## src/rtl/bram_port_arbiter.sv

```systemverilog
// ---------------------------------------------------------------------------
// bram_port_arbiter
//   Shares one dual-port BRAM (separate read and write ports, 1-cycle
//   registered read) between two requesters: 0 = CPU data path,
//   1 = program loader / DMA. The read and write ports each have their own
//   round-robin arbiter, so one requester can read while the other writes
//   in the same cycle.
//
// Ports
//   clk, rst              single clock; synchronous active-high reset
//   req/we/addr/wdata{0,1} requests, held stable by the requester until gnt
//   gnt{0,1}              combinational grant (the op is accepted this cycle)
//   rvalid{0,1}, rdata    read return one cycle after the grant; rdata is shared
//   err{0,1}              1-cycle pulse after an out-of-range op was accepted
//   bram_*, b_ce_*        plain strobes to the BRAM; bram_out is its read data
// ---------------------------------------------------------------------------

// Two-requester round-robin arbiter for one class (read or write).
// The 'last' bit holds the index of the requester granted most recently.
// It resets to 1 so that requester 0 wins the first contention.
module bram_rr_arb (
    input  logic       clk,
    input  logic       rst,
    input  logic [1:0] req,
    output logic [1:0] gnt
);
    logic last;

    always_comb begin
        gnt = 2'b00;
        if (!rst) begin
            if (&req) gnt = last ? 2'b01 : 2'b10;
            else      gnt = req;
        end
    end

    always_ff @(posedge clk) begin
        if (rst)       last <= 1'b1;
        else if (|gnt) last <= gnt[1];
    end
endmodule

module bram_port_arbiter #(
    parameter int DATA_W = 16,
    parameter int ADDR_W = 15,
    parameter int DEPTH  = 24576
) (
    input  logic              clk,
    input  logic              rst,
    input  logic              req0,
    input  logic              we0,
    input  logic [ADDR_W-1:0] addr0,
    input  logic [DATA_W-1:0] wdata0,
    input  logic              req1,
    input  logic              we1,
    input  logic [ADDR_W-1:0] addr1,
    input  logic [DATA_W-1:0] wdata1,
    output logic              gnt0,
    output logic              gnt1,
    output logic              rvalid0,
    output logic              rvalid1,
    output logic [DATA_W-1:0] rdata,
    output logic              err0,
    output logic              err1,
    output logic [DATA_W-1:0] bram_in,
    input  logic [DATA_W-1:0] bram_out,
    output logic [ADDR_W-1:0] bram_addr_r,
    output logic [ADDR_W-1:0] bram_addr_w,
    output logic              b_ce_w,
    output logic              b_ce_r
);
    localparam int NUM_REQ = 2;
    // One extra bit so that DEPTH can be represented even when it equals 2**ADDR_W.
    localparam logic [ADDR_W:0] DEPTH_W = (ADDR_W+1)'(DEPTH);

    typedef struct packed {
        logic              req;
        logic              we;
        logic [ADDR_W-1:0] addr;
        logic [DATA_W-1:0] wdata;
    } rq_t;

    rq_t [NUM_REQ-1:0] rq;
    logic [NUM_REQ-1:0] rd_req, wr_req, rd_gnt, wr_gnt, oor;

    assign rq[0] = '{req: req0, we: we0, addr: addr0, wdata: wdata0};
    assign rq[1] = '{req: req1, we: we1, addr: addr1, wdata: wdata1};

    for (genvar i = 0; i < NUM_REQ; i++) begin : g_req
        assign rd_req[i] = rq[i].req & ~rq[i].we;
        assign wr_req[i] = rq[i].req &  rq[i].we;
        assign oor[i]    = {1'b0, rq[i].addr} >= DEPTH_W;
    end

    bram_rr_arb u_rd_arb (.clk(clk), .rst(rst), .req(rd_req), .gnt(rd_gnt));
    bram_rr_arb u_wr_arb (.clk(clk), .rst(rst), .req(wr_req), .gnt(wr_gnt));

    // A requester is in only one class per cycle, so at most one of these is set.
    assign gnt0 = rd_gnt[0] | wr_gnt[0];
    assign gnt1 = rd_gnt[1] | wr_gnt[1];

    // Mux select defaults to requester 0 when idle, so the BRAM address and
    // data lines always carry addr0/wdata0 rather than floating.
    logic rd_sel, wr_sel;
    assign rd_sel = rd_gnt[1];
    assign wr_sel = wr_gnt[1];

    assign bram_addr_r = rq[rd_sel].addr;
    assign bram_addr_w = rq[wr_sel].addr;
    assign bram_in     = rq[wr_sel].wdata;

    // Out-of-range ops are still granted, but they never touch the BRAM.
    assign b_ce_r = |(rd_gnt & ~oor);
    assign b_ce_w = |(wr_gnt & ~oor);

    // Return stage. The read pipe is one stage deep to match the BRAM latency.
    logic [NUM_REQ-1:0] rd_vld_q;
    logic               rd_oor_q;
    logic [NUM_REQ-1:0] err_q;

    always_ff @(posedge clk) begin
        if (rst) begin
            rd_vld_q <= '0;
            rd_oor_q <= 1'b0;
            err_q    <= '0;
        end else begin
            rd_vld_q <= rd_gnt;
            rd_oor_q <= |(rd_gnt & oor);
            err_q    <= (rd_gnt | wr_gnt) & oor;
        end
    end

    // Returns are masked while rst is high. A read granted in the cycle just
    // before reset is therefore dropped, even though its flag is still set.
    assign rvalid0 = rd_vld_q[0] & ~rst;
    assign rvalid1 = rd_vld_q[1] & ~rst;
    assign err0    = err_q[0] & ~rst;
    assign err1    = err_q[1] & ~rst;
    assign rdata   = (|rd_vld_q && !rd_oor_q && !rst) ? bram_out : '0;
endmodule

```

## config.mk

```make
export PLATFORM = sky130hd
export DESIGN_NAME = bram_port_arbiter
export DESIGN_NICKNAME = d
export VERILOG_FILES = /design/src/rtl/bram_port_arbiter.sv
export SDC_FILE = /design/constraint.sdc
export NUM_CORES = 1
export LEC_CHECK = 0
export CELL_PAD_IN_SITES_DETAIL_PLACEMENT = 0
export CELL_PAD_IN_SITES_GLOBAL_PLACEMENT = 2
export CORE_MARGIN = 4
export CORE_UTILIZATION = 31
export CTS_CLUSTER_DIAMETER = 40
export DETAILED_ROUTE_END_ITERATION = 12
export DONT_BUFFER_PORTS = 1
export HOLD_SLACK_MARGIN = 0.05
export PLACE_DENSITY = 0.9
export SETUP_SLACK_MARGIN = 0.05
export SKIP_LAST_GASP = 1
export SYNTH_ARGS = -nofsm -noshare
export SYNTH_HDL_FRONTEND = slang
export SYNTH_SLANG_ARGS = --single-unit
```

## constraint.sdc

```tcl
create_clock -name clk -period 4.55 [get_ports clk]
set_input_delay 0.91 -clock clk [delete_from_list [all_inputs] [get_ports clk]]
set_output_delay 0.91 -clock clk [all_outputs]
set_load 0.02 [all_outputs]
```

==> metrics.txt, run 1 <==
fin nets 195; max layer used met4; Port Buffers 0; unrepaired setup endpoints after global routing no; CTS H-Tree Depth 1; Max Fanout on Critical Path 16; Max Cap Viol 0; Synth Area in Simple Gates 20.0%; total nets after synthesis around 200; Top FF cell, synth dfxtp_1; Yosys reg bits 7; critical path cell sequence nor3_1 -> and2_1; post-route total power 240 uW; Critical Path End Type output port; post-synth design cell area 1120 um2; FP Rows 21; WP buf/inv 0; Clk pin slew, worst setup/hold paths around 0.050 ns; Initial Util approximately a third; share of cells above drive strength 1 ~49%; post-CTS sizing 0; wire per inst roughly 22 um; min Tclk post-route approximately 3.0 ns; area grow syn2layout 2.24%; Fin Clk Skew 0.00231 ns; vias in the first global route 894; crit-path max cell delay roughly 0.77 ns; vias per inst approximately 5.5; clk root buf clkbuf_4; largest net degree at the start of global routing 25; Worst Path Required around 3.6 ns; Synth Area in Compound Gates around 6.0%; Final ANT Viol Nets 0; Seq/Total Area, Yosys 12.5%; CP max stage cell nor3_1; Overflow after GRT 0; type of the worst setup path in2out; routability cong. 0.836; diode count 0; fmax 338 MHz; clk buf depth 2; pwr dens around 210 nW/um2; Worst-Skew Late Latency between 0.2 and 0.3 ns; number of distinct library cells after synthesis 24; max_slew headroom between 30% and 40%; Worst VDD drop between 0.00007 and 0.00008 V; instance count of the mapped netlist 111; Slew @ Worst Pin 0.970 ns; clk sinks 7; Routed met2 length 1810 um; GR Util All Layers between 10% and 20%; Post-synth EDFFs 0; initial DRC count 42; Via Count 858; Die Wd 68.0 um; post-synthesis mux area share 53.1%; Final Max Slew Viols 0; full die area 4630 um2; yosys warns 0; asr flop ratio synth 0%; first-pass GRT wire length roughly 4500 um; largest family of logic cells by synthesized area multiplexers; DIE HEIGHT around 68 um; WL final 3510 um; hpwl dp 3140 um; CTS tree built; outcome completed; Util after Layout approximately a third; Setup Buffers After CTS 0; CTS buffer count 3; Avg Inst Size Synth slightly above 10 um2; Final Hold Fails 0; critical path launch point type input port; post-cts hold buffer count 0; fraction of synthesized cell area in xor and xnor cells 0%; Final setup viols 0; Fin Hold WS 0.491 ns; # DRC 0; met1 WL 1200 um; DR pass1 iterations 6; Post-Synth Adder-Cell Area 0%; routed length on met3 approximately 450 um; Worst EP arrival 2.05 ns; setup ws final ~1.6 ns; Ports 154; worst hold path class reg2reg; initial antenna violation count 0; leak pwr between 0.0004 and 0.0005 uW; Tcrit/Tclk final 65.1%; pre-CTS WS approximately 1.6 ns; Placeable Area ~3400 um2; Crit path max-delay family simple AND/OR/NAND/NOR gates; Setup TNS 0 ns
-- sequential cells by signal (all words and copies together) (netlist names) --
register       count
rd_oor_q           1
u_rd_arb.last      1
rd_vld_q           2
err_q              2
u_wr_arb.last      1
-- kinds of logic (layout without fill, tap and decap cells) --
family                 Yosys count  count (layout)
muxes                           46              46
and+or+nand+nor                 36              36
buffers and inverters           12              11
AOI/OAI and AO/OA               10              10
DFF                              7               7
-- cell type report --
type	instances	area, um2
multi-input combinational	92	885
clock buffer	4	26.3
fill	347	2270
sequential	7	140
tap	46	57.6
timing repair buffer	2	15.0
inverter	5	18.8
-- metrics by stage --
stage | instances | area, um2
after global placement | 152 | 1120
final | 156 | 1140
after global routing | 156 | 1140
after floorplan | 111 | 1120
after detailed placement | 152 | 1120
after CTS | 156 | 1140
-- routing by layer --
metal	track usage [%]	up-vias
li1	-	392
met1	13.4	386
met2	23.9	76
met3	4.76	4
met4	3.72	0
met5	0	-
-- report_power, final --
| group | switching (uW) | internal (uW) |
|---|---|---|
| Clock | 22.8 | 33.5 |
| Combinational | 74.7 | 43.8 |
| Sequential | 1.44 | 63.9 |
-- tightest hold or removal path: stages (launching register included) --
cell and delay, ns:
dfxtp_1 0.34, a21oi_1 0.07, nand2_1 0.05
-- layout by cell type, fill, tap and decap left out, drive strengths merged, types with 2 or more instances in the layout --
master  instances
inv             5
dfxtp           7
clkbuf          4
nand2           7
nor2b           4
and2           17
buf             2
o22ai           3
nor2            2
a211oi          2
a21oi           2
mux2           46
-- cell usage after synthesis, drive strengths merged, types with 2 or more instances --
| library cell | n | area share, % |
|---|---|---|
| o22ai | 3 | 1.7 |
| nor2 | 2 | 0.67 |
| and2 | 17 | 9.5 |
| nor2b | 4 | 2.2 |
| a211oi | 2 | 1.3 |
| a21oi | 2 | 0.90 |
| clkbuf | 2 | 0.67 |
| nand2 | 7 | 2.4 |
| dfxtp | 7 | 13 |
| inv | 5 | 1.7 |
| mux2 | 46 | 53 |
| buf | 5 | 5.9 |
-- worst paths after layout --
| path | from | endpoint | slack [ns] | depth (start not counted) |
|---|---|---|---|---|
| max reg2reg | u_rd_arb.last | err_q[0] | 3.45 | 3 |
| min | u_rd_arb.last | u_rd_arb.last | 0.49 | 2 |
| min reg2reg | u_rd_arb.last | u_rd_arb.last | 0.49 | 2 |
| max | rst | rdata[0] | 1.59 | 2 |
Power figures use the tool's default switching activity.
==> inputs of run 2 (changes only) <==
CORE_UTILIZATION = 28   (was 31)
PLACE_DENSITY = 0.83   (was 0.9)
clock period = 3 ns   (was 4.55 ns; I/O delays follow)
==> metrics.txt, run 2 (synthesized netlist as in run 1, its figures left out) <==
wire per inst 20.5 um (-8.6%); WL final 3270 um (-6.8%); CTS buffer count 3 (unchanged); initial DRC count 17 (-60%); Final Hold Fails 0 (unchanged); GR Util All Layers 11.2% (-1.6 points); clk buf depth 2 (unchanged); Worst setup startpoint req0; DR pass1 iterations 4 (-2); Final Max Slew Viols 0 (unchanged); Tcrit/Tclk final 75.4%; worst r2r path cells 3 (unchanged); min Tclk post-route roughly 2.3 ns; Clk pin slew, worst setup/hold paths 0.04 ns (about the same); critical path launch point type input port; full die area 5070 um2 (+9.4%); Largest regs err_q x2, rd_vld_q x2; routability cong. 0.696 (-17%); pre-CTS WS 0.726 ns (-0.874 ns); FF-to-FF End err_q[0]; area grow syn2layout 5.15%; hpwl dp 2890 um (-7.7%); clk sinks 7 (unchanged); Placeable Area 3770 um2 (+10%); first-pass GRT wire length 4580 um (+1.2%); type of the worst setup path in2out; post-route total power 412 uW (+71%); post-CTS sizing 0 (unchanged); Hold Crit Start rst; Worst-Skew Late Latency 0.23 ns (-0.02 ns); initial antenna violation count 0 (unchanged); FP Rows 22 (+4.8%); most frequent cells in the layout mux2_2, mux2_4, and2_1; CTS H-Tree Depth 1 (unchanged); unrepaired setup endpoints after global routing no; Worst EP arrival 1.66 ns (-0.39 ns); Setup TNS 0 ns (unchanged); leak pwr 0.000508 uW (+2.8%); Max Fanout on Critical Path 25 (+9); Overflow after GRT 0 (unchanged); vias in the first global route 894 (unchanged); Slew @ Worst Pin 0.510 ns (-0.460 ns); # DRC 0 (unchanged); Final ANT Viol Nets 0 (unchanged); Fin Clk Skew 0.000196 ns (-0.00211 ns); clk root buf clkbuf_8; DIE HEIGHT 71.2 um (+4.6%); fin nets 196 (+0.51%); diode count 0 (unchanged); Max Cap Viol 0 (unchanged); pwr dens 350 nW/um2 (+67%); setup ws final 0.737 ns (-0.850 ns); Critical Path End Type output port; Ports 154 (unchanged); dpl cells 155 (+2.0%); worst r2r src u_rd_arb.last; Port Buffers 0 (unchanged); Final setup viols 0 (unchanged); Layout Cells excl Fill 159 (+1.9%); Initial Util 29.6% (-3.1 points); worst hold path class in2reg; Setup Buffers After CTS 0 (unchanged); fmax 442 MHz; vias per inst 5.45 (-0.86%); CTS tree built; Reg2Reg Setup Slack 1.92 ns (-1.53 ns); share of cells above drive strength 1 50.5% (+1.4 points); largest net degree at the start of global routing 26 (+4.0%); Via Count 867 (+1.0%); outcome completed; Worst VDD drop 0.000103 V (+34%); Die Wd 71.2 um (+4.6%); post-cts hold buffer count 0 (unchanged); Fin Hold WS 0.445 ns (-0.0462 ns); commonest non-fill, non-tap cell in the layout mux2_2; max_slew headroom 66.5% (+32 points); critical path endpoint bram_addr_w[14]; Worst Path Required 2.40 ns (-1.24 ns)
-- run 2: cell type report --
type	count	area, um2
clock buffer	4	45.0
fill	390	2600
inverter	5	18.8
multi-input combinational	92	888
sequential	7	140
tap	48	60.1
timing repair buffer	3	22.5
-- run 2: metal layers --
metal	up-vias	track usage [%]	share of wire, %
met4	0	3.76	0.64
met5	-	0	0
met1	400	11.1	34
met3	2	3.41	10
met2	71	21.8	56
li1	394	-	-
-- run 2: worst min-delay path by stage --
stage	endpoint	slack [ns]	depth (start not counted)
3_3_place_gp	u_rd_arb.last	0.47	2
3_5_place_dp	u_rd_arb.last	0.48	2
2_1_floorplan	u_rd_arb.last	0.46	2
6_report	err_q[1]	0.45	1
5_1_grt	err_q[0]	0.43	1
4_1_cts	err_q[1]	0.44	1
-- run 2: through the flow --
step,util (%),instance area (um2)
floorplan,-,1120
global route,31.2,1170
global placement,30.0,1130
finish,31.2,1170
detailed placement,30.0,1130
CTS,31.2,1170
-- run 2: power by group --
part	internal [uW]	switching, uW
Combinational	67.3	113
Clock	91.8	40.0
Sequential	97.4	2.20
Total	257	155
-- run 2: critical path, cell delays in order --
cell and delay, ns:
nand3_2 0.06, and4b_1 0.19, buf_4 0.36, mux2_2 0.45
==> inputs of run 3 (changes only) <==
clock period = 2.1 ns   (was 3 ns; I/O delays follow)
==> metrics.txt, run 3 (synthesized netlist as in run 1, its figures left out) <==
outcome completed; WL final 3350 um (+2.5%); Final setup viols 0 (unchanged); clk root buf clkbuf_8; Fillers 395 (+1.3%); CTS tree built; Tcrit/Tclk final 91.0%; share of cells above drive strength 1 51.8% (+1.3 points); area of the multi-input gates 888 um2 (unchanged); Worst-Skew Late Latency 0.22 ns (about the same); hpwl dp 2990 um (+3.2%); Worst EP arrival 1.49 ns (-0.17 ns); Final Hold Fails 0 (unchanged); first-pass GRT wire length 4710 um (+2.7%); routability cong. 0.732 (+5.1%); GR Util All Layers 11.3% (+0.032 points); Overflow after GRT 0 (unchanged); Final ANT Viol Nets 0 (unchanged); Reg2Reg Setup Slack 1.01 ns (-0.91 ns); Hold Crit Depth 1 (unchanged); Slew @ Worst Pin 0.445 ns (-0.0655 ns); Worst Path Required 1.68 ns (-0.72 ns); worst r2r path cells 3 (unchanged); Final Max Slew Viols 0 (unchanged); Via Count 875 (+0.92%); Register Area 140 um2 (unchanged); Largest regs err_q x2, rd_vld_q x2; clk sinks 7 (unchanged); fmax roughly 520 MHz; worst r2r src u_rd_arb.last; Setup Buffers After CTS 0 (unchanged); post-CTS sizing 0 (unchanged); pre-CTS WS 0.301 ns (-0.425 ns); DR pass1 iterations 2 (-2); commonest non-fill, non-tap cell in the layout mux2_2; DIE HEIGHT 71.2 um (unchanged); # DRC 0 (unchanged); area grow syn2layout 9.41%; FP Rows 22 (unchanged); type of the worst setup path reg2out; Ports 154 (unchanged); most frequent cells in the layout mux2_2, mux2_4, and2_1; hold path endpoint err_q[0]; vias in the first global route 972 (+8.7%); full die area 5070 um2 (unchanged); Die Wd 71.2 um (unchanged); initial antenna violation count 0 (unchanged); largest net degree at the start of global routing 26 (unchanged); unrepaired setup endpoints after global routing no; Initial Util 29.6% (unchanged); Max Fanout on Critical Path 25 (unchanged); Setup TNS 0 ns (unchanged); Max Cap Viol 0 (unchanged); Hold Crit Start rst; CTS buffer count 3 (unchanged); Port Buffers 0 (unchanged); post-cts hold buffer count 0 (unchanged); Fin Clk Skew 0.00218 ns (+0.00199 ns); Crit path max-delay family multiplexers; critical path cell sequence nand3_2 -> and4b_1 -> buf_12 -> mux2_2; cell depth of the worst setup path 4 (unchanged); crit-path max cell delay 0.42 ns (-0.03 ns); Worst VDD drop 0.000141 V (+37%); vias per inst 5.40 (-0.95%); leak pwr 0.000533 uW (+4.9%); fin nets 199 (+1.5%); CTS H-Tree Depth 1 (unchanged); WP buf/inv 1 (unchanged); pwr dens 487 nW/um2 (+39%); Clk pin slew, worst setup/hold paths 0.04 ns (about the same); CP max stage cell mux2_2; setup ws final 0.190 ns (-0.547 ns); max_slew headroom 70.3% (+3.8 points); initial DRC count 15 (-2); clk buf depth 2 (unchanged); wire per inst 20.7 um (+0.58%); diode count 0 (unchanged); FF-to-FF End err_q[0]; Critical Path End Type output port; critical path launch point type flop; worst hold path class in2reg; Placeable Area 3770 um2 (unchanged); min Tclk post-route 1.91 ns
[run 3: cell count changes in the layout (fill, tap and decap cells not counted), sizes merged]
cell	previous run	this run
buf	3	6
[run 3: stage by stage]
step	total power (uW)	hold slack (ns)	instances	cell area, um2	utilization [%]
2_1_floorplan	392	0.461	111	1120	-
3_5_place_dp	415	0.484	158	1180	31.2
4_1_cts	601	0.266	162	1220	32.4
6_report	595	0.267	162	1220	32.4
5_1_grt	620	0.268	162	1220	32.4
3_3_place_gp	413	0.464	158	1180	31.2
[run 3: final cells by class]
cell class | count | share of cell area (%)
Clock buffer | 4 | 3.68
Timing Repair Buffer | 6 | 5.73
Sequential cell | 7 | 11.5
Tap cell | 48 | 4.91
Inverter | 5 | 1.54
Multi-Input combinational cell | 92 | 72.7
[run 3: metal layers]
layer | share of wire [%] | vias up | global-route usage, % | wire, um
li1 | - | 399 | - | -
met1 | 33 | 406 | 10.5 | 1100
met2 | 57 | 68 | 23.5 | 1900
met3 | 9.7 | 2 | 2.98 | 324
met4 | 0.57 | 0 | 2.71 | 19
met5 | 0 | - | 0 | 0
[run 3: worst max-delay path by stage]
stage	startpoint	to	slack (ns)
2_1_floorplan	we0	bram_addr_r[0]	0.32
3_3_place_gp	we0	bram_addr_r[2]	0.32
3_5_place_dp	we0	bram_addr_r[4]	0.30
4_1_cts	u_wr_arb.last	bram_in[1]	0.18
5_1_grt	u_wr_arb.last	bram_in[1]	0.14
6_report	u_wr_arb.last	bram_addr_w[14]	0.19
[run 3: power breakdown]
part / leakage, uW / internal, uW / switching, uW / total, uW
Clock: 0.0000228 / 131 / 55.0 / 186
Sequential: 0.0000573 / 139 / 3.03 / 142
Combinational: 0.000453 / 105 / 163 / 267
[run 3: worst reg2reg max path: cells and delay by family (launching register included)]
| family | cells | cell delay [ns] |
|---|---|---|
| DFF | 1 | 0.35 |
| and+or+nand+nor | 1 | 0.06 |
| AOI/OAI and AO/OA | 2 | 0.61 |
